--- config.mk ---
export PLATFORM = sky130hd
export DESIGN_NAME = mem_stage
export DESIGN_NICKNAME = d
export VERILOG_FILES = /design/src/rtl/mem_stage.sv
export SDC_FILE = /design/constraint.sdc
export NUM_CORES = 1
export LEC_CHECK = 0
export CORE_AREA = 2 2 293 295
export CTS_CLUSTER_SIZE = 30
export DETAILED_ROUTE_END_ITERATION = 6
export DIE_AREA = 0 0 295 297
export HOLD_SLACK_MARGIN = 0.02
export PLACE_DENSITY = 0.41
export SYNTH_ARGS = -nofsm -noshare
export SYNTH_HDL_FRONTEND = slang
export SYNTH_SLANG_ARGS = --single-unit
export TNS_END_PERCENT = 50
--- constraint.sdc ---
create_clock -name clk -period 2.96 [get_ports clk]
set_input_delay 0.444 -clock clk [delete_from_list [all_inputs] [get_ports clk]]
set_output_delay 0.444 -clock clk [all_outputs]
set_load 0.05 [all_outputs]
--- src/rtl/mem_stage.sv ---
// mem_stage: RV32I memory stage; issues dmem requests, stalls until response, aligns load data.
// Optional MEM_MISALIGN_TRAP_EN suppresses misaligned half/word accesses and raises misalign.
package rv32i_types;
  typedef struct packed {
    logic [31:0] inst;
    logic [31:0] pc_rdata;
    logic [4:0]  rd_addr;
    logic [31:0] rd_wdata;
    logic [31:0] mem_addr;
    logic [3:0]  mem_rmask;
    logic [3:0]  mem_wmask;
    logic [31:0] mem_rdata;
    logic [31:0] mem_wdata;
  } rvfi_data_t;
  typedef struct packed {
    logic       valid;
    logic       mem_inst;
    logic       load;
    logic       regf_we;
    logic [2:0] funct3;
    logic [1:0] bottom_two;
    rvfi_data_t rvfi_data;
  } ex_mm_stage_reg_t;
  typedef ex_mm_stage_reg_t mm_wb_stage_reg_t;
endpackage

module mem_stage
  import rv32i_types::*;
(
  input  logic             clk,
  input  logic             rst,
  input  ex_mm_stage_reg_t ex_mm,
  output ex_mm_stage_reg_t mm,
  output mm_wb_stage_reg_t mm_wb,
  output logic             stall,
  output logic [31:0]      dmem_addr,
  output logic [3:0]       dmem_rmask,
  output logic [3:0]       dmem_wmask,
  output logic [31:0]      dmem_wdata,
  input  logic [31:0]      dmem_rdata,
  input  logic             dmem_resp
`ifdef MEM_MISALIGN_TRAP_EN
  ,
  output logic             misalign
`endif
);
  typedef enum logic {IDLE, WAIT} state_t;
  state_t state, state_next;
  logic issued, issued_next, issue, bad, done;
  ex_mm_stage_reg_t mm_r;
  logic [7:0] lbyte;
  logic [15:0] lhalf;
  logic [31:0] ldata;

`ifdef MEM_MISALIGN_TRAP_EN
  assign bad = mm_r.valid & mm_r.mem_inst &
               ((mm_r.funct3[1:0] == 2'd1 & mm_r.bottom_two[0]) |
                (mm_r.funct3[1:0] == 2'd2 & |mm_r.bottom_two));
  assign misalign = bad;
`else
  assign bad = 1'b0;
`endif

  assign issue = mm_r.valid & mm_r.mem_inst & ~bad & (state == IDLE) & ~issued;
  assign done  = (state == WAIT) & dmem_resp;
  assign stall = issue | ((state == WAIT) & ~dmem_resp);
  assign mm    = mm_r;

  always_ff @(posedge clk) begin
    if (rst) begin
      state  <= IDLE;
      issued <= 1'b0;
      mm_r   <= '0;
    end else begin
      state  <= state_next;
      issued <= issued_next;
      if (!stall) mm_r <= ex_mm;
    end
  end

  always_comb begin
    state_next  = issue ? WAIT : done ? IDLE : state;
    issued_next = issue ? 1'b1 : done ? 1'b0 : issued;
  end

  assign dmem_addr  = issue ? {mm_r.rvfi_data.mem_addr[31:2], 2'b00} : '0;
  assign dmem_rmask = issue ? mm_r.rvfi_data.mem_rmask : '0;
  assign dmem_wmask = issue ? mm_r.rvfi_data.mem_wmask : '0;
  assign dmem_wdata = issue ? mm_r.rvfi_data.mem_wdata : '0;

  always_comb begin
    lbyte = 8'(dmem_rdata >> {mm_r.bottom_two, 3'b000});
    lhalf = 16'(dmem_rdata >> {mm_r.bottom_two[1], 4'b0000});
    ldata = (mm_r.funct3 == 3'b000) ? {{24{lbyte[7]}}, lbyte} :
            (mm_r.funct3 == 3'b100) ? {24'b0, lbyte} :
            (mm_r.funct3 == 3'b001) ? {{16{lhalf[15]}}, lhalf} :
            (mm_r.funct3 == 3'b101) ? {16'b0, lhalf} : dmem_rdata;
  end

  always_comb begin
    mm_wb = mm_r;
    mm_wb.valid = mm_r.valid & ~stall;
    mm_wb.rvfi_data.mem_rdata = dmem_rdata;
    if (mm_r.load) mm_wb.rvfi_data.rd_wdata = ldata;
    if (bad) begin
      mm_wb.regf_we = 1'b0;
      mm_wb.rvfi_data.mem_rmask = '0;
      mm_wb.rvfi_data.mem_wmask = '0;
    end
  end
endmodule

# [Yosys cells after proc, flatten, opt, wreduce, memory -nomap -nowiden]
# Index checks and enable logic that the tools add are counted.
[totals] input_bits=249 latch_bits=0 mem_count=0 mem_bits_rw=0 wordCells=44 rom_bits=0 register_bits=215
[op_classes] order_cmp=0 mux=11 shift=2 n_bitwise=10 reduce_logical=2 addsub=0 mul=0 div=0 eq_ne=3
[op_table] op="32-bit two-way mux" n=7
[op_table] op="32-bit by 5-bit >> shifter with 16-bit output" n=1
[op_table] op="32-bit by 5-bit >> shifter with 8-bit output" n=1
[op_table] op="4-bit two-way mux" n=2
[op_table] op="1-bit AND" n=6
[op_table] op="3-bit equality test, second input constant" n=2
[op_table] op="3-bit by 1-bit equality test with 1-bit output, second input constant" n=1
[op_table] op="3-bit logical NOT" n=1
[op_table] op="1-bit NOT" n=3
[op_table] op="1-bit two-way mux" n=2
[op_table] op="2-bit nonzero test" n=1
[op_table] op="1-bit OR" n=1

# [Depth between registers and ports, before layout]
[depth] depth_word=6 depth_mapped=9

# [Worst setup path after synthesis]
# Ideal clock, no wire load.
[synth_timing] path_type="register -> output" startpoint="register mm_r (netlist bit mm[206])" endpoint="output mm_wb[111] in the netlist's numbering" t_arrival_ns=2.349 setup_slack_ns=0.167 stages_incl_launch_ff=6 path_cell_list="dfxtp_1 > nor2b_1 > buf_2 > nand2_1 > mux2i_1 > o221ai_1"
[synth_rtl] item="start: declaration" line_no="50" text="ex_mm_stage_reg_t mm_r;"
[synth_rtl] item="start signal: assignment" line_no="77" text="if (!stall) mm_r <= ex_mm;"
[synth_rtl] item="end: declaration" line_no="34" text="output mm_wb_stage_reg_t mm_wb,"

==> impl_metrics.env <==
export IMPL_run_status="complete, no violations"
export IMPL_ios=750
export IMPL_fillCellCount=9297
export IMPL_io_buffers=747
export IMPL_drt_iter0_drc=463
export IMPL_cts_root_buf="clkbuf_16"
export IMPL_crit_type="flip-flop to output port"
export IMPL_cts_tree="built"
export IMPL_syn_inst=1357
export IMPL_clk_latency_ns=0.58
export IMPL_path_cells="mux4_2, a21boi_4, buf_12, o21ai_1, o21a_1, buf_4"
export IMPL_slowest_stage="mux4_2"
export IMPL_syn_to_final_growth_pct=81.6
export IMPL_worstPathRequired_ns=2.52
export IMPL_maxCapViolCount=0
export IMPL_cts_max_path_buffers=3
export IMPL_worst_path_stages=6
export IMPL_finalCritPeriodShare=0.964
export IMPL_rr_startpoint="issued"
export IMPL_place_congestion=0.827
export IMPL_worst_setup_path_start_kind="flip-flop"
export IMPL_setup_violations=0
export IMPL_p_leak_nw=7.42
export IMPL_grt_max_degree=103
export IMPL_grt_setup_unrepaired="true"
export IMPL_ant_nets=0
export IMPL_avgViaCountPerCell=3.58
export IMPL_fp_dieH_um=297
export IMPL_dieArea_sq_um=87600
export IMPL_wirelength_mm=54.4
export IMPL_grt_usage=0.116
export IMPL_worst_pin_slew_ns=0.652
export IMPL_finalCriticalPeriod_ns=2.85
export IMPL_wire_per_inst_um=17.7
export IMPL_yosysSeqAreaShare=0.416
export IMPL_ir_worst_vdd_mv=0.347
export IMPL_ys_warn_count=0
export IMPL_power_mw=10.5
export IMPL_synth_top_area_share=0.416
export IMPL_drc=0
export IMPL_core_area_sq_um=84500
export IMPL_yosysTopAreaCell="dfxtp_1"
export IMPL_hpwl_mm=41.7
export IMPL_fp_row_count=107
export IMPL_path_delay_family="multiplexers"
export IMPL_fin_nets=2149
export IMPL_grt_overflow=0
export IMPL_path_clk_slew_ns=0.06
export IMPL_path_max_fanout=20
export IMPL_rr_worst_depth=8
export IMPL_critPathMaxStageDelay_ns=0.57
export IMPL_hold_viol_final=0
export IMPL_powerDensity_nw_per_um2=559
export IMPL_grt_pass1_wl_mm=76.8
export IMPL_ys_seq_elements=215
export IMPL_firstDrtPassIters=5
export IMPL_initial_core_util=0.123
export IMPL_worstPathArrival_ns=2.41
export IMPL_hold_class="input port to flip-flop"
export IMPL_fmax_ghz=0.350
export IMPL_vias=10992
export IMPL_cts_sinks=215
export IMPL_reg2reg_setup_slack_ns=0.65
export IMPL_h_tree_depth=1
export IMPL_antenna_found_initial=4
export IMPL_skew_ns=0.0147
export IMPL_worstSetupEndpointType="output port"
export IMPL_slew_headroom=0.564
export IMPL_ys_types=34
export IMPL_cts_buffers=29
export IMPL_drv_slew=0
export IMPL_crit_end="mm_wb[131]"
export IMPL_r2r_end="mm[74]"
export IMPL_synth_area_top_cells="dfxtp_1 42%, nand2_1 16%, buf_4 15%, a21oi_1 11%, and2_1 4.3%"
export IMPL_crit_start="mm[205]"
export IMPL_grt_pass1_vias=10886
export IMPL_syn_area_sq_um=10400
export IMPL_stdcell_count=3067
export IMPL_critical_path_buf_inv_count=2
export IMPL_drive_gt1_frac=0.101
export IMPL_avgSynthCellArea_sq_um=7.63
export IMPL_die_w_um=295
export IMPL_dp_cells=3009
==> worst reg2reg max path, cell delays in order, from the launching register on <==
cell and delay [ns]:
dfxtp_1 0.39, and3b_4 0.37, buf_12 0.13, buf_8 0.21
nor2b_4 0.12, inv_8 0.18, buf_12 0.29, nand2_1 0.37
a21oi_1 0.17
==> report_power, final <==
group	leakage (nW)	total [mW]	switching, mW	internal [mW]
logic	5.12	3.34	2.16	1.19
clock network	0.510	3.86	1.49	2.37
registers	1.79	3.32	0.224	3.09
==> worst min path at each step <==
stage	from	to	cells past startpoint
2_1_floorplan	ex_mm[205]	mm[205]	2
4_1_cts	ex_mm[157]	mm[157]	3
3_5_place_dp	mm[48]	mm[48]	2
6_report	ex_mm[157]	mm[157]	3
3_3_place_gp	mm[49]	mm[49]	2
5_1_grt	ex_mm[3]	mm[3]	3
==> placed cells by master (no fill, tap or decap), types with 11 or more instances in the layout <==
| cell type | Yosys | final |
|---|---|---|
| dlygate4sd2_1 | 0 | 24 |
| nand2_1 | 434 | 433 |
| buf_12 | 0 | 20 |
| dfxtp_1 | 215 | 210 |
| buf_4 | 204 | 99 |
| nor2_1 | 19 | 19 |
| and2_1 | 71 | 71 |
| o21ai_0 | 12 | 12 |
| nand2b_1 | 11 | 11 |
| a21oi_1 | 231 | 231 |
| clkbuf_16 | 0 | 29 |
| clkdlybuf4s50_1 | 0 | 641 |
==> metrics by stage <==
step,area (sq um),worst slack (ns),hold slack (ns),utilization,setup TNS [ns]
after floorplan,10400,0.167,0.580,-,0
after global routing,18800,-0.0306,0.380,0.222,-0.0592
after CTS,18800,0.00594,0.359,0.222,0
after detailed placement,17700,0.149,0.448,0.210,0
final,18800,0.105,0.401,0.222,0
after global placement,17700,0.172,0.443,0.210,0
==> repair_timing <==
item                                    CTS  global route
pin swaps                                 1             0
endpoints found under the setup margin   77            17
gates cloned                              1             0
gates resized for setup                  31             3
hold buffers                              0             0
buffers inserted                          3             0
==> synthesized netlist by cell type <==
cell type and n:
a21o_1 1, buf_1 1, nor3_1 1, and2_1 71, dfxtp_1 215, a21oi_1 231, a22oi_1 10, mux4_2 8
nor3b_2 1, clkbuf_2 1, buf_4 204, o21ai_1 5, nor2_1 19, o21ai_0 12, clkbuf_1 41, conb_1 1
o221ai_1 8, a31oi_1 7, nand2_1 434, a21boi_4 1, mux2_2 1, buf_2 25, and3b_1 1, o31ai_4 1
a22o_1 1, mux2i_1 8, nand3_1 8, or2_2 1, o21a_1 9, nor2b_1 4, buf_6 4, clkinv_2 1
inv_1 10, nand2b_1 11
==> area by class of cell <==
class,count,area (sq um),share of cell area
antenna,1,2.50,0.000133
clock buffer,37,816,0.0434
clock inverter,16,218,0.0116
inverter,11,48.8,0.00260
multi-input combinational,857,4170,0.222
sequential,215,4310,0.229
tap,1144,1430,0.0762
timing repair buffer,786,7800,0.415
==> registers in the layout, indices dropped and copies added (netlist names) <==
signal and flops:
mm 214, issued 1
==> routing by layer <==
metal	wire, um	track usage	up-vias
li1	-	-	5296
met1	22700	0.140	5199
met3	3760	0.0263	60
met2	26800	0.207	435
met5	14	0	-
met4	1070	0.0290	2
==> cell families (layout without fill, tap and decap cells) <==
| group | Yosys count | after routing | synth area share |
|---|---|---|---|
| AO/OA/AOI/OAI | 286 | 286 | 0.150 |
| buffers and inverters | 287 | 850 | 0.184 |
| flip-flops | 215 | 215 | 0.416 |
| multiplexers | 17 | 17 | 0.0262 |
| other | 1 | 3 | 0.000362 |
| AND/OR/NAND/NOR | 551 | 552 | 0.223 |
Note: power is estimated with default switching activity, not from simulation.
